## src/rtl/odd_issue_ctrl.sv

```systemverilog
// rtl/odd_issue_ctrl.sv - odd-pipe issue scheduler, RAW scoreboard and forwarding-select generator
module odd_issue_ctrl #(
    parameter int LAT_PERM = 4,
    parameter int LAT_LS   = 6,
    parameter int LAT_BR   = 1,
    parameter int DEPTH    = 7,
    parameter int CNT_W    = 16
) (
    input  logic             clk,
    input  logic             reset,
    input  logic             in_valid,
    output logic             in_ready,
    input  logic [1:0]       in_unit,
    input  logic [6:0]       in_rt_addr,
    input  logic             in_reg_write,
    input  logic [6:0]       in_ra_addr,
    input  logic [6:0]       in_rb_addr,
    input  logic             in_ra_used,
    input  logic             in_rb_used,
    input  logic             flush,
    output logic             issue_valid,
    output logic [1:0]       issue_unit,
    output logic [6:0]       issue_rt_addr,
    output logic             issue_reg_write,
    output logic [2:0]       issue_ra_fwd,
    output logic [2:0]       issue_rb_fwd,
    output logic             stall,
    output logic [CNT_W-1:0] stall_cnt
);

    logic       hold_v;
    logic [1:0] hold_unit;
    logic [6:0] hold_rt;
    logic       hold_rw;
    logic [6:0] hold_ra;
    logic [6:0] hold_rb;
    logic       hold_ra_used;
    logic       hold_rb_used;
    logic [2:0] hold_lat;

    // Scoreboard slot index is the producer's age relative to its issue_* cycle.
    logic [DEPTH-1:0]      sb_v;
    logic [DEPTH-1:0][6:0] sb_addr;
    logic [DEPTH-1:0][2:0] sb_lat;

    logic       ra_haz, rb_haz, hazard, go, load;
    logic [2:0] ra_fwd, rb_fwd;

    // Oldest-to-youngest scan so the youngest matching producer decides.
    function automatic logic [3:0] eval_src(input logic used, input logic [6:0] addr,
                                            input logic [DEPTH-1:0] v,
                                            input logic [DEPTH-1:0][6:0] a_tab,
                                            input logic [DEPTH-1:0][2:0] l_tab);
        logic       haz;
        logic [2:0] fwd;
        logic [2:0] age_next;
        haz = 1'b0;
        fwd = 3'd0;
        if (used) begin
            for (int a = DEPTH - 1; a >= 0; a--) begin
                age_next = 3'(a + 1);
                if (v[a] && a_tab[a] == addr) begin
                    if (age_next >= l_tab[a]) begin
                        haz = 1'b0;
                        fwd = age_next;
                    end else begin
                        haz = 1'b1;
                        fwd = 3'd0;
                    end
                end
            end
        end
        return {haz, fwd};
    endfunction

    always_comb begin
        {ra_haz, ra_fwd} = eval_src(hold_ra_used, hold_ra, sb_v, sb_addr, sb_lat);
        {rb_haz, rb_fwd} = eval_src(hold_rb_used, hold_rb, sb_v, sb_addr, sb_lat);
        hazard   = ra_haz | rb_haz;
        go       = hold_v & ~hazard & ~flush;
        stall    = hold_v & hazard & ~flush;
        in_ready = ~flush & (~hold_v | go);
        load     = in_valid & in_ready;
        case (hold_unit)
            2'd1:    hold_lat = 3'(LAT_LS);
            2'd2:    hold_lat = 3'(LAT_BR);
            default: hold_lat = 3'(LAT_PERM);
        endcase
    end

    always_ff @(posedge clk) begin
        if (reset) begin
            hold_v          <= 1'b0;
            hold_unit       <= 2'd0;
            hold_rt         <= 7'd0;
            hold_rw         <= 1'b0;
            hold_ra         <= 7'd0;
            hold_rb         <= 7'd0;
            hold_ra_used    <= 1'b0;
            hold_rb_used    <= 1'b0;
            sb_v            <= '0;
            sb_addr         <= '0;
            sb_lat          <= '0;
            issue_valid     <= 1'b0;
            issue_unit      <= 2'd0;
            issue_rt_addr   <= 7'd0;
            issue_reg_write <= 1'b0;
            issue_ra_fwd    <= 3'd0;
            issue_rb_fwd    <= 3'd0;
            stall_cnt       <= '0;
        end else begin
            if (flush) begin
                hold_v <= 1'b0;
            end else if (load) begin
                hold_v       <= 1'b1;
                hold_unit    <= in_unit;
                hold_rt      <= in_rt_addr;
                hold_rw      <= in_reg_write;
                hold_ra      <= in_ra_addr;
                hold_rb      <= in_rb_addr;
                hold_ra_used <= in_ra_used;
                hold_rb_used <= in_rb_used;
            end else if (go) begin
                hold_v <= 1'b0;
            end

            for (int a = 1; a < DEPTH; a++) begin
                sb_v[a]    <= sb_v[a-1];
                sb_addr[a] <= sb_addr[a-1];
                sb_lat[a]  <= sb_lat[a-1];
            end
            sb_v[0]    <= go & hold_rw;
            sb_addr[0] <= hold_rt;
            sb_lat[0]  <= hold_lat;

            issue_valid     <= go;
            issue_unit      <= go ? hold_unit : 2'd0;
            issue_rt_addr   <= go ? hold_rt : 7'd0;
            issue_reg_write <= go & hold_rw;
            issue_ra_fwd    <= go ? ra_fwd : 3'd0;
            issue_rb_fwd    <= go ? rb_fwd : 3'd0;

            if (stall && stall_cnt != {CNT_W{1'b1}}) begin
                stall_cnt <= stall_cnt + CNT_W'(1);
            end
        end
    end

endmodule

```

## config.mk

```make
export PLATFORM = sky130hd
export DESIGN_NAME = odd_issue_ctrl
export DESIGN_NICKNAME = d
export VERILOG_FILES = /design/src/rtl/odd_issue_ctrl.sv
export SDC_FILE = /design/constraint.sdc
export NUM_CORES = 1
export LEC_CHECK = 0
export CAP_MARGIN = 20
export CORE_MARGIN = 2
export CORE_UTILIZATION = 54
export DETAILED_ROUTE_END_ITERATION = 7
export PLACE_DENSITY = 0.77
export SLEW_MARGIN = 20
export SYNTH_ARGS = -nofsm -noshare
export SYNTH_HDL_FRONTEND = slang
export SYNTH_SLANG_ARGS = --single-unit
```

## constraint.sdc

```tcl
create_clock -name clk -period 4.1 [get_ports clk]
set_input_delay 0.41 -clock clk [delete_from_list [all_inputs] [get_ports clk]]
set_output_delay 0.41 -clock clk [all_outputs]
set_load 0.02 [all_outputs]
```

==> run metrics, run 1 <==
CTS Buffer Depth=2; global-route wire length before repair=approximately 22 mm; Netlist cell types=55; worst-case reg-to-reg path depth=9; R2R Setup Slk=0.66 ns; placed cells=~800; IO Pins=between 60 and 70; Die Area=between 10000 and 15000 sq um; finished layout cell area=slightly above 7000 sq um; total global-route track usage=0.250; Hold Path Depth=2; Worst Setup End Kind=output pin; Worst R2R Start=hold_ra[4]$_SDFFE_PP0P_; count leader, synth=dfxtp_1; slowest cell on the critical path=a2111oi_0; Worst Setup EP=in_ready; layout cell share with drive strength beyond 1=0.102; crit path kind=reg2out; Layout fillers=approximately 860; worst path bufs/invs=1; non-filler cells, final=814; Hold Violations, Final=0; Antenna Nets Post-Route=0; startpoint types=flip-flop; post-DR vias/cell=5.49; commonest cells in the netlist=dfxtp_1 (133), nor2b_1 (78), xnor2_1 (78); # setup viols final=0; initial antenna violation count=0; FF+latch area=2670 sq um; Cell Area, Synth=roughly 5900 sq um; cell-internal power=about 0.0024 W; worst hold slack=between 0.3 and 0.4 ns; Layout Skew=roughly 0.0072 ns; drt first pass iters=6; critical path cell sequence=xor2_1 > nor2_1 > and4_1 > a2111oi_0 > o21ai_2 > a31o_2 > nor2_1 > clkdlybuf4s50_1; number of synthesized register bits=between 100 and 150; Inserted Clock Buffers=17; EDFF count, synth=0; core footprint=around 11000 sq um; sequential element share of the synthesized area=0.451; clock sink count=133; Mapped Nets=640; Hold Crit Class=in2reg; Net Sw Frac=0.223; wire length per cell=17.1 um; Gate power share=0.060; TritonCTS clock tree=done; DRC errors left=0; largest net degree at the start of global routing=84; R2R Path End=issue_ra_fwd[1]$_SDFF_PP0_; Ys Warns=0; CP max FO=8; Final period util=0.981; global route overflow=0; # diodes=0; initial core utilization=0.549; fmax=around 250 MHz; 1st-iter DRT viols=roughly 340; port bufs=64; ranking of synthesized cells by area=dfxtp_1 (45%), xnor2_1 (12%), nor2b_1 (8.3%); Worst Setup SP=hold_ra[4]$_SDFFE_PP0P_; Total Wirelength=~14 mm; minimum clock period=4.02 ns; clock tree root buffer cell=clkbuf_8; Syn Area/Cell=slightly below 10 sq um; crit-path max cell delay=~0.63 ns; critical path's most frequent cell=nor2_1; worst-margin pin slew=about 0.83 ns; Mapped Cells=around 610; setup bufs post-CTS=0; clock-pin slew on the worst setup and hold paths=roughly 0.060 ns; die height=between 100 and 150 um; peak supply drop=~0.00031 V; share of the synthesized area in the top cell type=0.451; CP delay by family, top=compound AO/OA/AOI/OAI gates; maximum capacitance violations=0; Cell Pwr Density=roughly 430 nW/um^2; FFs w/ async S/R, synth=0; dominant cell type by area after synthesis=dfxtp_1; clk_lat worst skew=0.53 ns; area grow syn2layout=21.9%; leakage=approximately 2.6 nW; CP required=between 3 and 4 ns; predominant post-synthesis flop cell=dfxtp_1; relative slew slack=0.444; clock share of power=0.502; instance count on the critical path=8; final net count=around 700; worst endpoint data arrival time=3.61 ns; status=finished clean; die width=~110 um; P_sw=a little under 0.0007 W; multi-input logic area=3050 sq um; Core Rows=38; max-slew violation count=0; vias in the first global route=4352; hpwl dp=about 10 mm; via count=4471; H-tree depth=4; GP Congestion=a little over 0.9; Placement Cell Area=~6500 sq um; Reg power frac=0.438
[sequential cells by signal, indices dropped and copies added, names as in the netlist, 2 cells and up]
| register | count |
|---|---|
| hold_rb | 7 |
| issue_rt_addr | 7 |
| issue_ra_fwd | 3 |
| hold_unit | 2 |
| issue_unit | 2 |
| hold_ra | 7 |
| sb_v | 7 |
| sb_lat | 18 |
| issue_rb_fwd | 3 |
| stall_cnt | 16 |
| sb_addr | 49 |
| hold_rt | 7 |
[routing by layer]
layer	routed length (um)	track usage	part of all wire
met2	6500	0.401	0.47
met5	0	0	0
met3	791	0.0669	0.057
met4	391	0.119	0.028
met1	6220	0.312	0.45
[power groups by stage]
stage	clock network, W	logic (W)	registers (W)
floorplan	0	0.000150	0.00135
global placement	0	0.000180	0.00138
global route	0.00163	0.000201	0.00136
finish	0.00155	0.000184	0.00135
detailed placement	0	0.000182	0.00138
CTS	0.00157	0.000184	0.00135
[area by class of cell]
cell class / instances / share of cell area
clock inverter: 10 / 0.0200
inverter: 6 / 0.00313
sequential: 133 / 0.371
tap: 140 / 0.0243
multi-input combinational: 436 / 0.424
timing repair buffer: 67 / 0.0918
clock buffer: 22 / 0.0657
[cell families (layout without fill, tap and decap cells)]
group | after synthesis | count (layout) | synth area share
flops | 133 | 133 | 0.451
mux | 38 | 38 | 0.0668
fa+ha+maj | 1 | 1 | 0.00212
buf+inv | 41 | 105 | 0.0394
xor+xnor | 98 | 98 | 0.145
simple gates | 252 | 252 | 0.238
compound gates | 46 | 47 | 0.0574
[stage by stage]
stage / setup WS (ns) / utilization / total power (W) / setup TNS, ns
floorplan: 1.55 / - / 0.00150 / 0
global placement: 0.435 / 0.609 / 0.00156 / 0
detailed placement: 0.360 / 0.609 / 0.00156 / 0
CTS: 0.0401 / 0.667 / 0.00311 / 0
global route: -0.00251 / 0.670 / 0.00319 / -0.00251
finish: 0.0792 / 0.670 / 0.00309 / 0
[what timing repair did]
item                                    CTS  global route
cloned                                    0             1
gates resized for setup                   1             9
hold endpoints to repair                  0             0
hold buffers                              0             0
pin swaps                                 1             1
endpoints found under the setup margin    1             2
[placed cells by master (no fill, tap or decap), types with 12 or more instances in the layout]
master	synthesis	layout
nand2_1	17	17
clkdlybuf4s50_1	0	63
xnor2_1	78	78
and2_1	12	12
clkbuf_16	0	16
dfxtp_1	133	125
xor2_1	20	20
nor3_1	14	14
nor2b_1	78	78
mux2i_1	27	27
nand4_1	30	30
nor2_1	58	58
[worst min path at each step]
stage	from	to	slack (ns)
4_1_cts	reset	sb_v[3]$_SDFF_PP0_	0.28
6_report	reset	sb_v[3]$_SDFF_PP0_	0.30
3_3_place_gp	sb_lat[12]$_SDFF_PP0_	sb_lat[15]$_SDFF_PP0_	0.42
2_1_floorplan	sb_lat[7]$_SDFF_PP0_	sb_lat[10]$_SDFF_PP0_	0.41
3_5_place_dp	sb_lat[6]$_SDFF_PP0_	sb_lat[9]$_SDFF_PP0_	0.43
5_1_grt	reset	sb_v[3]$_SDFF_PP0_	0.32
Power figures use the tool's default switching activity.
==> run 2, diff against run 1 <==
- GPL_TIMING_DRIVEN: not set -> 0
==> run metrics, run 2 (synthesis gave the netlist of run 1 again) <==
Hold Crit Class=in2reg; P_sw=0.000705 W (+2.4%); minimum clock period=3.90 ns (-0.121 ns); placed cells=812 (+4.0%); total global-route track usage=0.265 (+0.0148); # setup viols final=0 (unchanged); cell-internal power=0.00238 W (-1.0%); relative slew slack=0.509 (+0.0647); vias in the first global route=4595 (+5.6%); maximum capacitance violations=0 (unchanged); drt first pass iters=5 (-1); max reg flops=49 (unchanged); setup bufs post-CTS=0 (unchanged); IO Pins=65 (unchanged); crit path kind=reg2out; H-tree depth=4 (unchanged); largest register by flop count=sb_addr; Overall Power=0.00308 W (-0.27%); Layout Utilization=0.681 (+0.0109); Hold Violations, Final=0 (unchanged); TritonCTS clock tree=done; max-slew violation count=0 (unchanged); global-route wire length before repair=23.3 mm (+6.2%); worst hold slack=0.429 ns (+0.127 ns); Worst Setup End Kind=output pin; largest net degree at the start of global routing=17 (-80%); post-DR vias/cell=5.47 (-0.36%); CP max FO=10 (+2); largest registers=sb_addr: 49 flops, sb_lat: 18 flops, stall_cnt: 16 flops; Antenna Nets Post-Route=0 (unchanged); CTS Buffer Depth=2 (unchanged); non-filler cells, final=844 (+3.7%); Core Rows=38 (unchanged); via count=4619 (+3.3%); DRC errors left=0 (unchanged); status=finished clean; initial core utilization=0.549 (unchanged); 1st-iter DRT viols=319 (-5.1%); Layout Skew=0.00788 ns (+0.000656 ns); Reg power frac=0.431 (-0.007); clock sink count=133 (unchanged); most frequent cells in the layout=dfxtp_1 (133), xnor2_1 (78), nor2b_1 (78), clkdlybuf4s50_1 (63), nor2_1 (58); Inserted Clock Buffers=17 (unchanged); die height=109 um (unchanged); hpwl dp=10.6 mm (+5.8%); leading cell type in the layout, fill and taps excluded=dfxtp_1; worst endpoint data arrival time=3.49 ns (-0.12 ns); core footprint=10700 sq um (unchanged); wire length per cell=17.5 um (+2.3%); global route overflow=0 (unchanged); clock-pin slew on the worst setup and hold paths=0.06 ns (about the same); Die Area=11800 sq um (unchanged); worst-margin pin slew=0.737 ns (-0.0971 ns); peak supply drop=0.000285 V (-9.0%); Final period util=0.951 (-0.0296); CP required=3.69 ns (about the same); GP Congestion=0.902 (-0.50%); Total Wirelength=14.8 mm (+6.1%); port bufs=63 (-1.6%); Net Sw Frac=0.229 (+0.00595); leakage=2.65 nW (+2.9%); Cell Pwr Density=421 nW/um^2 (-1.9%); die width=109 um (unchanged); Gate power share=0.074 (+0.014); clock share of power=0.495 (-0.007); fmax=256 MHz (+3.1%); hold_buf cts=0 (unchanged); setup_tns=0 ns (unchanged); layout cell share with drive strength beyond 1=0.104 (+0.00132); # diodes=0 (unchanged); RSZ-0062 raised after global routing=no; startpoint types=flip-flop; area grow syn2layout=23.9%; initial antenna violation count=0 (unchanged); clock tree root buffer cell=clkbuf_8; final net count=722 (+4.3%); clk_lat worst skew=0.52 ns (about the same)
[run 2: area by class of cell]
type / instances / area, sq um
buffer: 35 / 210
clock buffer: 21 / 449
clock inverter: 11 / 151
fill: 834 / 3430
inverter: 6 / 22.5
multi-input combinational: 435 / 3010
sequential: 133 / 2660
tap: 140 / 175
timing repair buffer: 63 / 631
[run 2: metal layers]
layer | vias to the layer above | track usage | routed length [um]
met4 | 0 | 0.113 | 410
met1 | 2188 | 0.326 | 6350
li1 | 2227 | - | -
met3 | 40 | 0.0753 | 1010
met5 | - | 0 | 0
met2 | 164 | 0.433 | 6980
[run 2: through the flow]
step	cell area (sq um)	setup WS, ns
6_report	7320	0.201
5_1_grt	7320	0.0436
4_1_cts	7310	0.171
3_5_place_dp	6710	0.750
3_3_place_gp	6710	0.813
2_1_floorplan	5900	1.55
[run 2: worst max-delay path, cell delays in order, from the launching register on]
cell	delay [ns]
dfxtp_1	0.29
buf_4	0.19
xnor2_1	0.20
nand4_1	0.12
nor2_1	0.37
mux2_2	0.41
o211a_1	0.25
a31oi_2	0.26
buf_2	0.28
nor2_1	0.06
clkdlybuf4s50_1	0.55
[run 2: power by group through the flow]
stage | clock network, W | logic [W] | registers [W]
floorplan | 0 | 0.000150 | 0.00135
global placement | 0 | 0.000215 | 0.00136
finish | 0.00153 | 0.000228 | 0.00133
global route | 0.00159 | 0.000246 | 0.00133
detailed placement | 0 | 0.000223 | 0.00136
CTS | 0.00153 | 0.000225 | 0.00133
[run 2: path summary, 6_finish.rpt]
kind                                              start                         end  slack (ns)  depth (start not counted)
worst min-delay path                              reset   stall_cnt[3]$_SDFFE_PP0P_        0.43                          3
worst max-delay path            hold_ra[2]$_SDFFE_PP0P_                       stall        0.20                         10
worst max register to register  hold_ra[4]$_SDFFE_PP0P_  issue_ra_fwd[1]$_SDFF_PP0_        0.80                          9
worst min register to register    sb_lat[12]$_SDFF_PP0_       sb_lat[15]$_SDFF_PP0_        0.44                          1
[run 2: repair_timing]
item	CTS	global route
hold endpoints to repair	0	0
resized for setup	0	1
endpoints found under the setup margin	0	1
